`config.mk`:
```
export PLATFORM = sky130hd
export DESIGN_NAME = commit_unit
export DESIGN_NICKNAME = d
export VERILOG_FILES = /design/src/rtl/writeback_commit_pkg.sv /design/src/rtl/commit_unit.sv
export SDC_FILE = /design/constraint.sdc
export NUM_CORES = 1
export LEC_CHECK = 0
export CAP_MARGIN = 25
export CORE_ASPECT_RATIO = 0.75
export CORE_MARGIN = 2
export CORE_UTILIZATION = 33
export CTS_CLUSTER_DIAMETER = 150
export DETAILED_ROUTE_END_ITERATION = 6
export PLACE_DENSITY = 0.68
export SLEW_MARGIN = 20
export SYNTH_ARGS = -nofsm -noshare
export SYNTH_HDL_FRONTEND = slang
export SYNTH_SLANG_ARGS = --single-unit
```
`constraint.sdc`:
```
create_clock -name clk -period 1.81 [get_ports clk]
set_input_delay 0.181 -clock clk [delete_from_list [all_inputs] [get_ports clk]]
set_output_delay 0.181 -clock clk [all_outputs]
set_load 0.005 [all_outputs]
```
`src/rtl/writeback_commit_pkg.sv`:
```
// -----------------------------------------------------------------------------
// writeback_commit_pkg
//
// Purpose : Types and constants shared by the reorder buffer (ROB) and the
//           commit unit. The ROB produces t_rob_data entries and the commit
//           unit consumes them, so both sides agree on one layout.
//
// Contents:
//   SEQ_BITS        - width of the ROB sequence number (ROB depth 2^SEQ_BITS)
//   XLEN            - data / PC width
//   REG_ADDR_BITS   - architectural register index width
//   t_rob_data      - ROB entry {seq_num, pc, waddr, wdata, wen}
//   t_commit_state  - commit-unit FSM states
//   rob_writes_rf() - true when an entry really updates the register file
// -----------------------------------------------------------------------------
package writeback_commit_pkg;

  localparam int SEQ_BITS      = 2;
  localparam int XLEN          = 32;
  localparam int REG_ADDR_BITS = 5;

  typedef struct packed {
    logic [SEQ_BITS-1:0]      seq_num;
    logic [XLEN-1:0]          pc;
    logic [REG_ADDR_BITS-1:0] waddr;
    logic [XLEN-1:0]          wdata;
    logic                     wen;
  } t_rob_data;

  typedef enum logic [1:0] {
    ST_RUN    = 2'd0,
    ST_DRAIN  = 2'd1,
    ST_HALTED = 2'd2
  } t_commit_state;

  // x0 is hard-wired to zero: such a write retires but must not reach the RF.
  function automatic logic rob_writes_rf(input t_rob_data entry);
    return entry.wen && (entry.waddr != '0);
  endfunction

endpackage

```
`src/rtl/commit_unit.sv`:
```
// -----------------------------------------------------------------------------
// commit_unit
//
// Purpose : Retires instructions from the front of the ROB in order. Each
//           dequeued entry is registered and presented one cycle later as an
//           architectural register-file write plus a retirement notification.
//           An expected-sequence counter checks that entries arrive in order;
//           any mismatch raises a sticky error flag (the entry still retires).
//           A halt request stops retirement through a RUN -> DRAIN -> HALTED
//           sequence and resumes when the request drops.
//
// Parameters:
//   p_seq_bits - sequence-number width; must equal writeback_commit_pkg::SEQ_BITS
//   p_cnt_bits - retire-counter width (only used with the counter enabled)
//
// Ports:
//   clk             in   clock, all state on rising edge
//   rst             in   asynchronous active-low reset
//   deq_front_en    out  dequeue request to the ROB front (combinational)
//   deq_front_rdy   in   ROB front entry valid
//   deq_front_data  in   ROB front entry (t_rob_data)
//   rf_wen          out  register-file write enable
//   rf_waddr        out  register-file write address
//   rf_wdata        out  register-file write data
//   commit_val      out  one instruction retired this cycle
//   commit_seq_num  out  sequence number of the retired instruction
//   commit_pc       out  PC of the retired instruction
//   halt_req        in   level request to stop retiring
//   halted          out  high while retirement is stopped
//   seq_err         out  sticky sequence-order error
//   retire_cnt      out  retired-instruction counter (COMMIT_UNIT_RETIRE_CNT_EN only)
//
// Configuration macro: COMMIT_UNIT_RETIRE_CNT_EN adds the retire_cnt output
// and its counter; without it neither exists.
// -----------------------------------------------------------------------------
module commit_unit
  import writeback_commit_pkg::*;
#(
  parameter int p_seq_bits = SEQ_BITS,
  parameter int p_cnt_bits = 32
) (
  input  logic                     clk,
  input  logic                     rst,
  output logic                     deq_front_en,
  input  logic                     deq_front_rdy,
  input  t_rob_data                deq_front_data,
  output logic                     rf_wen,
  output logic [REG_ADDR_BITS-1:0] rf_waddr,
  output logic [XLEN-1:0]          rf_wdata,
  output logic                     commit_val,
  output logic [p_seq_bits-1:0]    commit_seq_num,
  output logic [XLEN-1:0]          commit_pc,
  input  logic                     halt_req,
  output logic                     halted,
`ifdef COMMIT_UNIT_RETIRE_CNT_EN
  output logic [p_cnt_bits-1:0]    retire_cnt,
`endif
  output logic                     seq_err
);

  // ---------------------------------------------------------------------------
  // State
  // ---------------------------------------------------------------------------
  t_commit_state             state_q,      state_d;
  logic [p_seq_bits-1:0]     exp_seq_q,    exp_seq_d;
  logic                      seq_err_q,    seq_err_d;
  logic                      commit_val_q, commit_val_d;
  logic                      rf_wen_q,     rf_wen_d;
  logic                      halted_q,     halted_d;
  logic [REG_ADDR_BITS-1:0]  rf_waddr_q,   rf_waddr_d;
  logic [XLEN-1:0]           rf_wdata_q,   rf_wdata_d;
  logic [XLEN-1:0]           commit_pc_q,  commit_pc_d;
  logic [p_seq_bits-1:0]     commit_seq_q, commit_seq_d;

  logic fire;

  // ---------------------------------------------------------------------------
  // Dequeue handshake. Gated by rst so nothing can be taken from the ROB while
  // reset is held; a handshake cut short by reset is simply never seen.
  // ---------------------------------------------------------------------------
  always_comb begin
    deq_front_en = rst && deq_front_rdy && (state_q == ST_RUN) && !halt_req;
  end

  assign fire = deq_front_en;

  // ---------------------------------------------------------------------------
  // Next-state logic
  // ---------------------------------------------------------------------------
  always_comb begin
    state_d      = state_q;
    exp_seq_d    = exp_seq_q;
    seq_err_d    = seq_err_q;
    rf_waddr_d   = rf_waddr_q;
    rf_wdata_d   = rf_wdata_q;
    commit_pc_d  = commit_pc_q;
    commit_seq_d = commit_seq_q;

    // Pulse outputs: high only in the cycle after a fire.
    commit_val_d = fire;
    rf_wen_d     = fire && rob_writes_rf(deq_front_data);

    if (fire) begin
      rf_waddr_d   = deq_front_data.waddr;
      rf_wdata_d   = deq_front_data.wdata;
      commit_pc_d  = deq_front_data.pc;
      commit_seq_d = deq_front_data.seq_num;
      // Counter advances on every fire, so one bad entry does not cascade into
      // errors on all the correctly ordered entries that follow it.
      exp_seq_d    = exp_seq_q + 1'b1;
      if (deq_front_data.seq_num != exp_seq_q) begin
        seq_err_d = 1'b1;
      end
    end

    unique case (state_q)
      ST_RUN: begin
        // halt_req also blocks deq_front_en, so no fire coincides with this.
        if (halt_req) state_d = ST_DRAIN;
      end
      ST_DRAIN: begin
        // One cycle for the last registered retirement to be seen downstream.
        state_d = ST_HALTED;
      end
      ST_HALTED: begin
        if (!halt_req) state_d = ST_RUN;
      end
      default: state_d = ST_RUN;
    endcase

    // Registered so that halted is a clean flop output aligned with state_q.
    halted_d = (state_d == ST_HALTED);
  end

  // ---------------------------------------------------------------------------
  // Registers
  // ---------------------------------------------------------------------------
  always_ff @(posedge clk or negedge rst) begin
    if (!rst) begin
      state_q      <= ST_RUN;
      exp_seq_q    <= '0;
      seq_err_q    <= 1'b0;
      commit_val_q <= 1'b0;
      rf_wen_q     <= 1'b0;
      halted_q     <= 1'b0;
      rf_waddr_q   <= '0;
      rf_wdata_q   <= '0;
      commit_pc_q  <= '0;
      commit_seq_q <= '0;
    end else begin
      state_q      <= state_d;
      exp_seq_q    <= exp_seq_d;
      seq_err_q    <= seq_err_d;
      commit_val_q <= commit_val_d;
      rf_wen_q     <= rf_wen_d;
      halted_q     <= halted_d;
      rf_waddr_q   <= rf_waddr_d;
      rf_wdata_q   <= rf_wdata_d;
      commit_pc_q  <= commit_pc_d;
      commit_seq_q <= commit_seq_d;
    end
  end

  assign commit_val     = commit_val_q;
  assign commit_seq_num = commit_seq_q;
  assign commit_pc      = commit_pc_q;
  assign rf_wen         = rf_wen_q;
  assign rf_waddr       = rf_waddr_q;
  assign rf_wdata       = rf_wdata_q;
  assign halted         = halted_q;
  assign seq_err        = seq_err_q;

  // ---------------------------------------------------------------------------
  // Optional retire counter: counts cycles on which commit_val is high.
  // ---------------------------------------------------------------------------
`ifdef COMMIT_UNIT_RETIRE_CNT_EN
  logic [p_cnt_bits-1:0] retire_cnt_q, retire_cnt_d;

  always_comb begin
    retire_cnt_d = retire_cnt_q;
    if (commit_val_q) retire_cnt_d = retire_cnt_q + 1'b1;
  end

  always_ff @(posedge clk or negedge rst) begin
    if (!rst) begin
      retire_cnt_q <= '0;
    end else begin
      retire_cnt_q <= retire_cnt_d;
    end
  end

  assign retire_cnt = retire_cnt_q;
`endif

endmodule

```
==> run summary <==
Comb power frac: 0.371
Global route overflow: 0
Pint: 0.00598 W
Crit-path cells: clkdlybuf4s50_1 -> nand2_2 -> nor4_4 -> buf_4 -> buf_4 -> buf_12 -> mux2_1
Compound-Gate Fraction of Synth Area: 0.00589
Total global-route track usage: 0.143
Final Hold Vio Count: 0
Most frequent cells in the layout: clkdlybuf4s50_1 (149), dfrtp_1 (79), mux2_1 (50), mux2_2 (21), clkbuf_16 (9)
Max incr delay on CP: 0.48 ns
Post-synth cell types: 17
Chip height: 86.2 um
Clk_lat worst skew: 0.33 ns
Simple-gate portion of the synthesized area: 0.0168
Share of cells above drive strength 1: 0.151
Worst setup path class: input pin to register
CP endpoint kind: register
Worst Tran Pin Value: 0.704 ns
Total CTS buffers: 9
Post-Syn Area: 2970 sq um
Initial antenna violation count: 0
Worst Path Required: 2.02 ns
Cts hold-fix bufs: 0
Seq pwr share: 0.387
Largest family of logic cells by synthesized area: multiplexers
Port buffer count: 151
XOR/XNOR share of the synthesized area: 0.0118
Detailed Route Iter0 Violations: 69
Die area: 9790 sq um
Post-DRT Antenna Nets: 0
Layout area overhead: 69.1%
Psw: 0.00189 W
VDD IR max: 0.00104 V
Clock Tree Buf Depth: 2
Syn Nets: 250
Tcrit/Tclk final: 0.925
Most used cell, CP: buf_4
First-pass GRT wire length: 10600 um
Dpl hpwl: 5070 um
Count of final setup violators: 0
Net Sw Frac: 0.241
Finished Layout Cells: 453
1st-pass router iterations: 4
H-tree Lvls: 3
Core Util, Final: 0.584
Crit path arrival time: 1.88 ns
Avg Cell Area, Syn: 17.1 sq um
ANT cells: 0
Final-report max-slew violation count: 0
Slowest cell on crit path: clkdlybuf4s50_1
Clock power frac: 0.242
IO Count: 152
Post-synthesis mux area share: 0.276
Detailed-route wire length per cell: 15.0 um
Synth Area in Adders: 0
CORE AREA: 8600 sq um
Synth Register Bits: 79
Clk_skew: 0.00226 ns
Status: complete, no violations
Rel. slew slack: 0.531
HP Class: input pin to async pin
Drc violations: 0
Final wirelength: 6790 um
CTS tree: done
Max Cap Viol: 0
Unrepaired setup endpoints after global routing: no
WHS: 0.00451 ns
Post-layout min period: 1.67 ns
Root Buffer: clkbuf_16
Vias per cell: 4.53
Initial cell density of the core: 0.346
Critical path launch point type: input pin
Number of core rows: 29
Dpl cells: 435
Max Fclk: 0.597 GHz
Commonest non-fill, non-tap cell in the layout: clkdlybuf4s50_1
Leakage: 2.12 nW
Vias after detailed routing: 2053
Cells after synthesis: 174
# clock sinks: 79
NumNets Final: 416
Number of global-route vias before repair: 2166
Critical path peak fanout: 19
Global placer's final weighted congestion: 0.742
Synthesis warning total: 0
Register area share after synthesis: 0.665
Die width: 114 um
P per Cell Area: 1570 nW/um^2
Largest net degree at the start of global routing: 80
Reg clk slew, reported paths: 0.05 ns
[power by group through the flow]
stage               Combinational [W]  Sequential, W  Clock, W
finish                        0.00292        0.00304   0.00190
global route                  0.00315        0.00316   0.00204
CTS                           0.00299        0.00306   0.00198
detailed placement            0.00297        0.00308         0
global placement              0.00292        0.00305         0
floorplan                    0.000758        0.00314         0
[what timing repair did]
action                                  4_1_cts  5_1_grt
endpoints found under the setup margin        1        0
resized for setup                             2        0
setup buffers                                 2        0
[cells in the mapped netlist]
library cell / count / area [sq um]
dfrtp_1: 79 / 1980
mux2_1: 50 / 563
mux2_2: 21 / 236
buf_6: 5 / 56.3
nand2_1: 3 / 11.3
buf_2: 2 / 10.0
mux2i_1: 2 / 20.0
xnor2_1: 2 / 17.5
xor2_1: 2 / 17.5
a21o_1: 1 / 7.51
buf_4: 1 / 7.51
nand2b_1: 1 / 6.26
nor3b_1: 1 / 7.51
nor4_1: 1 / 6.26
nor4_2: 1 / 12.5
o311a_1: 1 / 10.0
or3_1: 1 / 6.26
[worst paths after layout]
path / startpoint / endpoint / slack (ns) / cells past startpoint
worst min register to register: seq_err / seq_err / 0.47 / 1
worst max register to register: state_q[1] / rf_wdata[5] / 0.16 / 5
worst max-delay path: deq_front_rdy / rf_wdata[5] / 0.14 / 7
worst min-delay path: rst / rf_wdata[24] / 0.005 / 2
max in group asynchronous: rst / commit_pc[20] / 1.32 / 2
min in group clk: rst / exp_seq_q[1] / 0.32 / 4
[critical path: cells and delay by family]
family	cells	cell delay, ns
AND/OR/NAND/NOR	2	0.39
buffers and inverters	4	0.96
multiplexers	1	0.34
[routing by layer]
| layer | up-vias | part of all wire | track usage |
|---|---|---|---|
| li1 | 944 | - | - |
| met1 | 1007 | 0.42 | 0.165 |
| met2 | 94 | 0.46 | 0.224 |
| met3 | 8 | 0.10 | 0.0748 |
| met4 | 0 | 0.012 | 0.0599 |
| met5 | - | 0 | 0 |
[kinds of logic (layout without fill, tap and decap cells)]
kind of cell	after synthesis	in the layout
AOI/OAI and AO/OA	2	2
xor gates and xnor gates	4	4
buffers and inverters	8	179
DFF	79	79
muxes	73	73
and+or+nand+nor	8	8
[state kept, by name, indices dropped and copies added (netlist names)]
register,count
halted,1
commit_pc,32
commit_seq_num,2
commit_val,1
state_q,2
seq_err,1
rf_wdata,32
rf_waddr,5
rf_wen,1
exp_seq_q,2
[final cells by class]
class / count / area, sq um
Timing Repair Buffer: 163 / 1650
Tap cell: 108 / 135
Multi-Input combinational cell: 87 / 933
Clock inverter: 2 / 35.0
Sequential cell: 79 / 1980
Clock buffer: 14 / 294
Fill cell: 692 / 3570
[stage by stage]
stage	instance area (sq um)	total power [W]	setup TNS [ns]	setup WS, ns
2_1_floorplan	2970	0.00390	0	0.253
3_3_place_gp	4680	0.00597	0	0.0510
3_5_place_dp	4680	0.00605	-0.196	-0.0275
4_1_cts	5020	0.00802	0	0.132
5_1_grt	5030	0.00834	0	0.0849
6_report	5030	0.00787	0	0.136
No activity file was read; power rests on OpenSTA's default activity.
